## config.mk

```make
export PLATFORM = sky130hd
export DESIGN_NAME = counter_step_ctrl
export DESIGN_NICKNAME = d
export VERILOG_FILES = /design/src/rtl/counter_step_ctrl.sv
export SDC_FILE = /design/constraint.sdc
export NUM_CORES = 1
export LEC_CHECK = 0
export BUFFER_PORTS_ARGS = -buffer_cell sky130_fd_sc_hd__buf_2
export CAP_MARGIN = 5
export CORE_ASPECT_RATIO = 1.1
export CORE_MARGIN = 8
export CORE_UTILIZATION = 40
export DETAILED_ROUTE_END_ITERATION = 12
export GPL_ROUTABILITY_DRIVEN = 0
export PLACE_DENSITY = 0.69
export SETUP_SLACK_MARGIN = 0.2
export SYNTH_ARGS = -nofsm -noshare
export SYNTH_HDL_FRONTEND = slang
export SYNTH_SLANG_ARGS = --single-unit
```

## constraint.sdc

```tcl
create_clock -name clk -period 2.1 [get_ports clk]
set_input_delay 0.105 -clock clk [delete_from_list [all_inputs] [get_ports clk]]
set_output_delay 0.105 -clock clk [all_outputs]
set_load 0.02 [all_outputs]
```

## src/rtl/counter_step_ctrl.sv

```systemverilog
// Pushbutton front end for the up/down counter: synchronise, debounce and turn presses into
// single-cycle step pulses. Define AUTO_REPEAT_EN to compile the hold-to-repeat logic.
module counter_step_ctrl #(
    parameter int unsigned DEBOUNCE_CYCLES = 4,
    parameter int unsigned REPEAT_DELAY    = 16,
    parameter int unsigned REPEAT_RATE     = 4
) (
    input  logic clk,
    input  logic rst,
    input  logic btn_up,
    input  logic btn_dn,
    input  logic hold,
    output logic en,
    output logic up_down,
    output logic repeat_active
);

    localparam int unsigned DCW = $clog2(DEBOUNCE_CYCLES + 1);

    if (DEBOUNCE_CYCLES == 0 || REPEAT_DELAY < 2 || REPEAT_RATE < 2) begin : g_param_check
        $error("counter_step_ctrl: illegal parameter value");
    end

    typedef enum logic [1:0] {
        StIdle,
        StHeld,
        StLock
`ifdef AUTO_REPEAT_EN
        ,
        StRepeat
`endif
    } state_e;

    // Bit 1 is the up button, bit 0 the down button.
    logic [1:0]     s1_q, s2_q;
    logic [1:0]     deb_q, deb_d;
    logic [1:0]     deb_prev_q;
    logic [DCW-1:0] cnt_q [2];
    logic [DCW-1:0] cnt_d [2];
    logic [1:0]     press;

    state_e state_q, state_d;
    logic   en_q, en_d;
    logic   up_down_q, up_down_d;
    logic   active_deb, other_deb;

`ifdef AUTO_REPEAT_EN
    localparam int unsigned TIMER_MAX = (REPEAT_DELAY > REPEAT_RATE) ? REPEAT_DELAY : REPEAT_RATE;
    localparam int unsigned TW        = $clog2(TIMER_MAX + 1);

    logic [TW-1:0] timer_q, timer_d;
    logic [TW-1:0] timer_inc;
    logic          repeat_q, repeat_d;

    assign timer_inc = (timer_q == TW'(TIMER_MAX)) ? timer_q : timer_q + 1'b1;
`endif

    always_comb begin
        deb_d = deb_q;
        for (int i = 0; i < 2; i++) begin
            cnt_d[i] = '0;
            if (s2_q[i] != deb_q[i]) begin
                if (cnt_q[i] == DCW'(DEBOUNCE_CYCLES - 1)) begin
                    deb_d[i] = ~deb_q[i];
                end else begin
                    cnt_d[i] = cnt_q[i] + 1'b1;
                end
            end
        end
    end

    assign press      = deb_q & ~deb_prev_q;
    assign active_deb = up_down_q ? deb_q[1] : deb_q[0];
    assign other_deb  = up_down_q ? deb_q[0] : deb_q[1];

    always_comb begin
        state_d   = state_q;
        en_d      = 1'b0;
        up_down_d = up_down_q;
`ifdef AUTO_REPEAT_EN
        timer_d   = timer_q;
`endif
        case (state_q)
            StIdle: begin
                if (&deb_q) begin
                    state_d = StLock;
                end else if (press[1]) begin
                    en_d      = 1'b1;
                    up_down_d = 1'b1;
                    state_d   = StHeld;
`ifdef AUTO_REPEAT_EN
                    timer_d   = '0;
`endif
                end else if (press[0]) begin
                    en_d      = 1'b1;
                    up_down_d = 1'b0;
                    state_d   = StHeld;
`ifdef AUTO_REPEAT_EN
                    timer_d   = '0;
`endif
                end
            end
            StHeld: begin
                if (!active_deb) begin
                    state_d = StIdle;
                end else if (other_deb) begin
                    state_d = StLock;
`ifdef AUTO_REPEAT_EN
                end else if (timer_q == TW'(REPEAT_DELAY - 1)) begin
                    en_d    = 1'b1;
                    timer_d = '0;
                    state_d = StRepeat;
                end else begin
                    timer_d = timer_inc;
`endif
                end
            end
`ifdef AUTO_REPEAT_EN
            StRepeat: begin
                if (!active_deb) begin
                    state_d = StIdle;
                end else if (other_deb) begin
                    state_d = StLock;
                end else if (timer_q == TW'(REPEAT_RATE - 1)) begin
                    en_d    = 1'b1;
                    timer_d = '0;
                end else begin
                    timer_d = timer_inc;
                end
            end
`endif
            StLock: begin
                if (deb_q == 2'b00) begin
                    state_d = StIdle;
                end
            end
            default: state_d = StIdle;
        endcase

        // Inhibit wins over everything; direction is left untouched.
        if (hold) begin
            state_d   = StIdle;
            en_d      = 1'b0;
            up_down_d = up_down_q;
        end
    end

`ifdef AUTO_REPEAT_EN
    assign repeat_d = (state_d == StRepeat);
`endif

    always_ff @(posedge clk) begin
        if (rst) begin
            s1_q       <= '0;
            s2_q       <= '0;
            deb_q      <= '0;
            deb_prev_q <= '0;
            for (int i = 0; i < 2; i++) begin
                cnt_q[i] <= '0;
            end
            state_q    <= StIdle;
            en_q       <= 1'b0;
            up_down_q  <= 1'b1;
`ifdef AUTO_REPEAT_EN
            timer_q    <= '0;
            repeat_q   <= 1'b0;
`endif
        end else begin
            s1_q       <= {btn_up, btn_dn};
            s2_q       <= s1_q;
            deb_q      <= deb_d;
            deb_prev_q <= deb_q;
            for (int i = 0; i < 2; i++) begin
                cnt_q[i] <= cnt_d[i];
            end
            state_q    <= state_d;
            en_q       <= en_d;
            up_down_q  <= up_down_d;
`ifdef AUTO_REPEAT_EN
            timer_q    <= timer_d;
            repeat_q   <= repeat_d;
`endif
        end
    end

    assign en      = en_q;
    assign up_down = up_down_q;
`ifdef AUTO_REPEAT_EN
    assign repeat_active = repeat_q;
`else
    assign repeat_active = 1'b0;
`endif

endmodule

```

Word level (Yosys, flattened, before mapping)
Memory sizes are Yosys's and may differ from the RTL's.
Index checks and enable logic that the tools add are counted.
Word-level totals
  output and inout bits: 3
  flip-flop bits (word level): 12
  word-level logic and storage cells: 61
  memory bits (writable): 6
  memories: 1
Memory list
  cnt_q: words 2, width 3, read ports 2, clocked after Yosys merged registers in 0, write ports 2, RTL line 38  | logic [DCW-1:0] cnt_q [2];
Cells by class
  mux-type cells: 22
  bitwise gates (word level): 9
  add/subtract/negate cells: 2
  equality and inequality tests: 9
  reductions and logical operators: 10
Operators with widths (number)
  3-bit 2-to-1 mux: 6
  2-bit 2-to-1 mux: 6
  1-bit 2-to-1 mux: 9
  3-bit by 1-bit adder with 3-bit output, second input constant: 2
  3-bit by 2-bit equality test with 1-bit output, second input constant: 2
  2-bit case mux with 3 select lines: 1
  2-bit AND reduction: 3
  1-bit NOT: 5
  2-bit zero test: 2
  4-bit != test, second input constant: 1
  4-bit AND reduction: 1
  4-bit OR reduction: 1
  3-bit != test, second input constant: 1
  3-bit AND reduction: 1
  2-bit bitwise AND: 1
  2-bit by 1-bit equality test with 1-bit output, second input constant: 1
  2-bit equality test, second input constant: 1
  1-bit != test: 2
  2-bit != test, second input constant: 1
  2-bit NOT: 1
  1-bit OR: 2
  2-bit nonzero test: 1
  2-bit OR reduction: 1

Longest topological paths before layout
Gate-level depths: netlist (run 1).
  depth after elaboration: 6
  mapped depth: 4
  depth with buffers taken out: 4

Worst setup path after synthesis (run 1)
No wires, ideal clock.
  path kind: register to register
  start point: register deb_q[0]
  end point: register up_down_q, in the netlist up_down
  period minus slack after synthesis: 1570 ps
  cell stages (with the launch flop): 5
  path buffers: 1
  setup time: 122 ps
  arrival: 1449 ps
  required time: 1978 ps
  slack: 530 ps
  path through: dfxtp_1 > buf_6 > a211o_1 > or4b_1 > a221o_1
On the way
  word-level cells in the longest chain between the ends: 3
  elaborated cells between the ends (all ways): 5
Ends and longest elaborated chain
  from (decl): RTL line 36  | logic [1:0] deb_q, deb_d;
  from (signal assigned): RTL line 156  | deb_q <= '0;
  from (signal assigned): RTL line 171  | deb_q <= deb_d;
  2-bit bitwise AND / 2-bit AND reduction (equally long branches): RTL line 72, 85
  2-bit nonzero test (no line) / 1-bit NOT (equally long branches)
  4-bit AND reduction (no line) *
  to (signal assigned): RTL line 178  | up_down_q <= up_down_d;
  to (decl): RTL line 44  | logic up_down_q, up_down_d;
Mark *: on every way between the ends. The rest lies on a longest branch, timed or not.
A chain may end at the register's enable or synchronous reset.

Final worst setup path (run 1)
Same ends and word-level chain as after synthesis.

==> results of run 1 <==
==> power breakdown <==
| group | switching (uW) | internal [uW] |
|---|---|---|
| clock | 99.2 | 66.6 |
| sequential | 1.86 | 346 |
| combinational | 9.50 | 7.32 |
==> through the flow <==
stage	total power [uW]	cells	setup WS (ps)	hold WS (ps)	utilization (%)
detailed placement	373	91	501	323	42.5
global placement	372	91	524	316	42.5
CTS	541	94	493	15.2	43.8
finish	530	94	508	26.0	43.8
global route	552	94	414	26.2	43.8
floorplan	368	71	530	233	-
==> flip-flops by register name, summed over array words and instances, names as in the netlist <==
| register | count |
|---|---|
| cnt_q | 6 |
| up_down | 1 |
| state_q | 2 |
| en | 1 |
| deb_prev_q | 2 |
| deb_q | 2 |
| s1_q | 2 |
| s2_q | 2 |
==> synth_stat cells, drive strengths merged, types with 2 or more instances <==
cell type,n
nor2,14
nor2b,8
ha,4
xnor2,2
nand2,2
buf,3
dfxtp,18
inv,4
or3,2
mux2i,3
==> metal layers <==
layer,up-vias,GRT usage (%),routed length (um)
met4,0,6.19,13
li1,239,-,-
met1,213,5.36,447
met3,2,2.97,74
met2,8,9.46,405
met5,-,0,0
==> worst paths after layout <==
| check | endpoint | depth (start not counted) | slack [ps] |
|---|---|---|---|
| hold / removal | s1_q[0] | 2 | 30 |
| setup reg to reg | up_down | 3 | 510 |
| hold reg to reg | cnt_q[0][3] | 1 | 420 |
| setup / recovery | up_down | 3 | 510 |
==> logic make-up after synthesis <==
logic type / Yosys count / synth area share, %
compound gates: 6 / 6.81
xor+xnor: 2 / 2.51
fa+ha+maj: 4 / 7.17
buf+inv: 8 / 6.09
flops: 18 / 51.6
mux: 3 / 4.30
other cells: 1 / 0.537
simple gates: 29 / 21.0
==> area by class of cell <==
cell class / count / area share (%)
clock buffer: 3 / 3.02
inverter: 4 / 2.01
multi-input combinational: 45 / 39.6
sequential: 18 / 48.3
tap: 18 / 3.02
timing repair buffer: 6 / 4.03
==> worst max-delay path, stage by stage (launching register included) <==
cell,delay [ps]
dfxtp_1,390
a211o_1,340
or4b_1,470
a221o_1,290
==> flow_summary.yaml, run 1 <==
run_status:
  status: "finished clean"
hold_path:
  hp-class: "primary input to register"
  hp-start: "btn_dn"
synthesis:
  syn_avg_cell_area_um2: 9.83
  ys_seq_area_share_pct: 51.6
  yosysTopAreaCell: "dfxtp_1"
  syn_area_um2: 698
  syn-num-nets: 80
  synth_cells: 71
  synth.top_cell.area_share_pct: 51.6
  synth_edf_count: 0
  synth_cell_type_count: 23
  synth_flop_cell: "dfxtp_1"
  ys_seq_elements: 18
  async_flop_share_pct: 0
  synthTopCellsByArea: "dfxtp_1, nor2_1, ha_1, nor2b_1, mux2i_1"
  yosysWarnings: 0
routing:
  vias: 462
  drt-vias-per-instance: 4.91
  dr.pass1.iters: 4
  drc: 0
  drt-total-wl_um: 941
  ant_nets: 0
  drt_iter0_markers: 4
  avgRoutedWirePerCell_um: 10.0
clocking:
  clk_pin_slew_worst_paths_ps: 100
  clk_path_buf_depth: 2
  htreeDepth: 1
  cts_tree: "built"
  clock-sinks: 18
  numCtsBuffers: 3
  root_buffer: "clkbuf_4"
  ctsHoldBuffers: 0
  cts.repair.resized: 0
  clk_latency_ps: 290
  cts_setup_buffers: 0
worst_setup_path:
  cp_data_required_time_ps: 2290
  crit_path_start: "deb_q[0]"
  end_kind: "register"
  criticalPathCategory: "register to register"
  startpoint_type: "register"
  crit_fanout: 10
  crit_arrival_ps: 1780
  r2r-start: "deb_q[0]"
power:
  power.density_nw_per_um2: 711
  p_leak_uw: 0.000299
  vdd_ir_drop_max_mv: 0.351
layout:
  multi_input_area_um2: 295
  drive_gt1_share_pct: 11.8
  final_common_cell: "dfxtp_1"
  nets: 87
  area.growth.synth_to_final_pct: 6.81
  num_antenna_cells: 0
  layout_common_cells: "dfxtp_1, nor2_1, nor2b_1"
  final_cell_area_um2: 746
  num-fill-cells: 171
  seq_area_um2: 360
grt:
  grt_pass1_wl_um: 1550
  antenna_found_initial: 0
  track_usage_pct: 5.96
  grt_pass1_vias: 397
  grt_max_degree: 13
  grt_remaining_overflow: 0
sta:
  fin_setup_tns_ps: 0
  fin_crit_sh_pct: 75.8
  skew_ps: 6.66
  final-max-slew-violation-count: 0
  finalSetupViolCount: 0
  post-route-min-period_ps: 1590
  fmax_mhz: 628
  grt_setup_unrepaired: "false"
  hold_violations: 0
floorplan:
  die_h_um: 59.8
  core-area_um2: 1700
  num_rows: 16
  io_pins: 8
  die_area_um2: 3340
  initial_core_util_pct: 41.0
  die_w_um: 55.8
placed_design:
  port_buffers: 6
  dpl_cell_area_um2: 723
  hpwl_um: 696
flow_run:
  max_cap_violations: 0
(Power assumes the default switching activity.)
==> run 2, diff against run 1 <==
ABC_AREA = 1   (was default)
PLACE_DENSITY = 0.71   (was 0.69)
clock period = 1.4 ns   (was 2.1 ns; I/O delays follow)
==> flow_summary.yaml, run 2 <==
layout:
  final_common_cell: "nor2_1"
  area.growth.synth_to_final_pct: 13.4
  fin_util_pct: 47.4
  top_register: "cnt_q"
  multi_input_area_um2: 310
  layout_common_cells: "nor2_1, inv_1, dfxtp_1"
  nets: 114
  num_antenna_cells: 0
  largest_reg_flops: 6
  seq_area_um2: 362
  num-fill-cells: 183
  drive_gt1_share_pct: 22.3
sta:
  grt_setup_unrepaired: "true"
  hold_violations: 0
  post-route-min-period_ps: 1130
  finalSetupViolCount: 0
  fin_setup_tns_ps: 0
  final-max-slew-violation-count: 0
  skew_ps: 1.25
  fmax_mhz: 883
  fin_crit_sh_pct: 80.9
  hold_slack_ps: 66.5
power:
  seq_power_share_pct: 65.9
  internal-power_uw: 632
  p_leak_uw: 0.000361
  power.density_nw_per_um2: 950
  vdd_ir_drop_max_mv: 0.659
  p_sw_uw: 161
  p_comb_share_pct: 3.8
  pwr-share-clk_pct: 30.3
  p_sw_share_pct: 20.3
clocking:
  clk_path_buf_depth: 2
  cts_setup_buffers: 0
  clk_latency_ps: 280
  root_buffer: "clkbuf_4"
  clock-sinks: 18
  numCtsBuffers: 3
  clk_pin_slew_worst_paths_ps: 90
  cts_tree: "built"
  htreeDepth: 1
synthesis:
  synth.top_cell.area_share_pct: 49.0
  synth_edf_count: 0
  yosysTopAreaCell: "dfxtp_1"
  async_flop_share_pct: 0
  ys_seq_area_share_pct: 49.0
  synth_top_family_by_area: "simple AND/OR/NAND/NOR gates"
  synth_cells: 94
  synthSimpleGateAreaFrac_pct: 21.8
  ys_seq_elements: 18
  syn_avg_cell_area_um2: 7.83
  ys_top_cells_by_count: "dfxtp_1, nor2_1, inv_1"
  syn_area_um2: 736
  synth_compound_area_share_pct: 11.1
  synth-adder-area-share_pct: 6.80
  synth_mux_area_share_pct: 0
  yosysWarnings: 0
  synth_xor_area_share_pct: 0
  synth_flop_cell: "dfxtp_1"
  syn-num-nets: 103
  synth_cell_type_count: 18
  synthTopCellsByArea: "dfxtp_1, nor2_1, inv_1, ha_1, nand2_1"
floorplan:
  die_w_um: 56.9
  initial_core_util_pct: 41.8
  num_rows: 16
  die_h_um: 61.0
  io_pins: 8
  die_area_um2: 3470
  core-area_um2: 1760
worst_setup_path:
  r2r_slack_ps: 270
  crit_top_cell: "ha_2"
  crit_fanout: 3
  cp_cell_sequence: "ha_2 > ha_2 > a21oi_2 > o211ai_1 > nor2_1"
  cp_data_required_time_ps: 1620
  worstReg2RegEnd: "cnt_q[0][3]"
  crit_path_start: "cnt_q[0][3]"
  reg2reg_depth: 5
  cpMaxStageDelayCell: "dfxtp_2"
  crit_arrival_ps: 1350
  crit_buf_inv: 0
  slowest_delay_ps: 330
  end_kind: "register"
  r2r-start: "cnt_q[0][3]"
  cp_top_family: "adder cells"
  startpoint_type: "register"
  criticalPathCategory: "register to register"
grt:
  antenna_found_initial: 0
  grt_max_degree: 11
  track_usage_pct: 6.74
  grt_remaining_overflow: 0
  grt_pass1_vias: 483
  grt_pass1_wl_um: 1860
routing:
  drt-total-wl_um: 1090
  drt-vias-per-instance: 4.64
  drc: 0
  drt_iter0_markers: 22
  dr.pass1.iters: 6
  avgRoutedWirePerCell_um: 9.02
  vias: 562
  ant_nets: 0
hold_path:
  hp-class: "primary input to register"
  hold_depth: 2
  hp-start: "rst"
  hold_path_end: "s1_q[1]"
run_status:
  status: "finished clean"
placed_design:
  port_buffers: 6
  hpwl_um: 805
flow_run:
  max_cap_violations: 0
## run 2: worst max path at each step
stage | end | slack (ps) | cells past startpoint
4_1_cts | cnt_q[0][3] | 230 | 5
3_3_place_gp | cnt_q[0][3] | 290 | 5
6_report | cnt_q[0][3] | 270 | 5
3_5_place_dp | cnt_q[0][2] | 260 | 5
2_1_floorplan | cnt_q[0][3] | 350 | 5
5_1_grt | state_q[1] | 160 | 7
## run 2: routing by layer
layer  up-vias  part of all wire (%)  GRT usage (%)
met5         -                     0              0
met4         0                   2.2           5.03
met3         4                   7.8           3.56
met2        12                    42           10.4
met1       243                    48           6.88
li1        303                     -              -
## run 2: what timing repair did
| item | in CTS | in global routing |
|---|---|---|
| setup endpoints to repair | 0 | 6 |
| gates resized for setup | 0 | 6 |
| hold buffers | 2 | 0 |
| endpoints found under the hold margin | 2 | 0 |
## run 2: area by class of cell
cell class,instances,share of cell area [%]
multi-input combinational,56,37.2
inverter,18,8.10
tap,18,2.70
timing repair buffer,8,6.00
sequential,18,43.3
clock buffer,3,2.70
## run 2: cells by family after synthesis
logic type	Yosys count
compound gates	13
fa+ha+maj	4
buf+inv	20
flops	18
other cells	1
simple gates	38
## run 2: per-stage QoR
| step | cells | power (uW) | instance area (um2) | worst slack (ps) |
|---|---|---|---|---|
| after floorplan | 94 | 554 | 736 | 350 |
| after global routing | 121 | 832 | 835 | 163 |
| after CTS | 121 | 801 | 818 | 233 |
| final | 121 | 793 | 835 | 267 |
| after detailed placement | 116 | 560 | 776 | 256 |
| after global placement | 116 | 559 | 776 | 288 |
## run 2: power groups by stage
stage               registers [uW]  logic (uW)  clock network, uW
floorplan                      533        20.4                  0
global placement               534        25.3                  0
detailed placement             534        25.9                  0
CTS                            522        30.5                248
global route                   524        33.6                274
finish                         523        30.2                240
==> run 3, diff against run 2 <==
clock period = 1 ns   (was 1.4 ns; I/O delays follow)
==> flow_summary.yaml, run 3 (synthesis gave the netlist of run 2 again) <==
placed_design:
  hpwl_um: 988
  post-place-ws_ps: -68.7
  port_buffers: 6
grt:
  track_usage_pct: 8.58
  grt_remaining_overflow: 0
  antenna_found_initial: 0
  grt_pass1_wl_um: 2300
  grt_pass1_vias: 582
  grt_max_degree: 11
power:
  power.density_nw_per_um2: 1180
  p_leak_uw: 0.000431
  p_sw_share_pct: 20.5
  seq_power_share_pct: 60.0
  pwr-share-clk_pct: 36.4
  vdd_ir_drop_max_mv: 0.976
  p_comb_share_pct: 3.6
  power_uw: 1200
  internal-power_uw: 957
  p_sw_uw: 247
worst_setup_path:
  cpMaxStageDelayCell: "dfxtp_2"
  startpoint_type: "register"
  cp_cell_sequence: "ha_4 > ha_4 > a21oi_2 > o211ai_1 > nor2_1"
  slowest_delay_ps: 350
  cp_top_family: "flip-flops"
  crit_buf_inv: 0
  criticalPathCategory: "register to register"
  crit_arrival_ps: 1300
  end_kind: "register"
  crit_top_cell: "ha_4"
  cp_data_required_time_ps: 1240
  crit_fanout: 3
layout:
  largest_reg_flops: 6
  drive_gt1_share_pct: 45.0
  num_antenna_cells: 0
  top_register: "cnt_q"
  final_common_cell: "nor2_1"
  nets: 119
  fin_util_pct: 57.9
  layout_common_cells: "nor2_1, inv_1, nand2_1"
  num-fill-cells: 160
  area.growth.synth_to_final_pct: 38.6
clocking:
  clk_latency_ps: 290
  clock-sinks: 18
  cts_tree: "built"
  clk_path_buf_depth: 2
  numCtsBuffers: 3
  root_buffer: "clkbuf_4"
  clk_pin_slew_worst_paths_ps: 100
  htreeDepth: 1
floorplan:
  die_w_um: 56.9
  initial_core_util_pct: 41.8
  die_h_um: 61.0
  core-area_um2: 1760
  io_pins: 8
  num_rows: 16
  die_area_um2: 3470
sta:
  final.setup.worst_slack_ps: -65.1
  fmax_mhz: 939
  post-route-min-period_ps: 1070
  finalSetupViolCount: 8
  grt_setup_unrepaired: "true"
  hold_slack_ps: 25.0
  final-max-slew-violation-count: 0
  fin_crit_sh_pct: 107
  skew_ps: 2.02
  hold_violations: 0
routing:
  drt-total-wl_um: 1340
  drc: 0
  drt_iter0_markers: 2
  dr.pass1.iters: 2
  drt-vias-per-instance: 4.72
  avgRoutedWirePerCell_um: 10.5
  vias: 599
  ant_nets: 0
flow_run:
  max_cap_violations: 0
run_status:
  status: "finished with violations"
  failed_checks: "setup timing"
hold_path:
  hp-class: "primary input to register"
run 3: final timing paths:
check / depth (start not counted) / slack [ps] / endpoint / startpoint
min reg2reg: 2 / 410 / s2_q[1] / s1_q[1]
max: 5 / -70 / cnt_q[0][2] / cnt_q[0][0]
min: 4 / 30 / state_q[1] / hold
max reg2reg: 5 / -70 / cnt_q[0][2] / cnt_q[0][0]
run 3: area by class of cell:
cell class | count | area [um2] | share of cell area (%)
multi-input combinational | 56 | 403 | 39.5
sequential | 18 | 383 | 37.5
inverter | 18 | 67.6 | 6.63
clock buffer | 4 | 36.3 | 3.56
timing repair buffer | 13 | 108 | 10.6
tap | 18 | 22.5 | 2.21
run 3: worst reg2reg max path: cells and delay by family (launching register included):
family	cells	cell delay [ps]
flip-flops	1	350
AO/OA/AOI/OAI	2	230
AND/OR/NAND/NOR	1	130
adder cells (fa/ha/maj)	2	310
run 3: power groups by stage:
stage	Sequential, uW	Combinational, uW	Clock [uW]
floorplan	741	29.5	0
global placement	741	36.6	0
detailed placement	742	38.4	0
CTS	725	44.5	467
global route	724	50.2	492
finish	722	43.7	438
run 3: routing by layer:
metal / routed length [um] / global-route usage [%] / vias to the layer above
li1: - / - / 314
met1: 564 / 8.51 / 271
met2: 687 / 14.4 / 11
met3: 46 / 2.72 / 3
met4: 39 / 7.38 / 0
met5: 0 / 0 / -
run 3: what timing repair did:
action,CTS,global route
hold endpoints to repair,2,0
setup buffers,3,1
pin swaps,5,9
resized for setup,9,12
hold buffers,2,0
setup endpoints to repair,14,14
run 3: metrics by stage:
step,setup TNS [ps],instance area (um2),std cells
5_1_grt,-1130,1020,127
4_1_cts,-439,972,126
3_5_place_dp,-286,872,117
3_3_place_gp,-96.3,872,117
2_1_floorplan,0,825,94
6_report,-382,1020,127
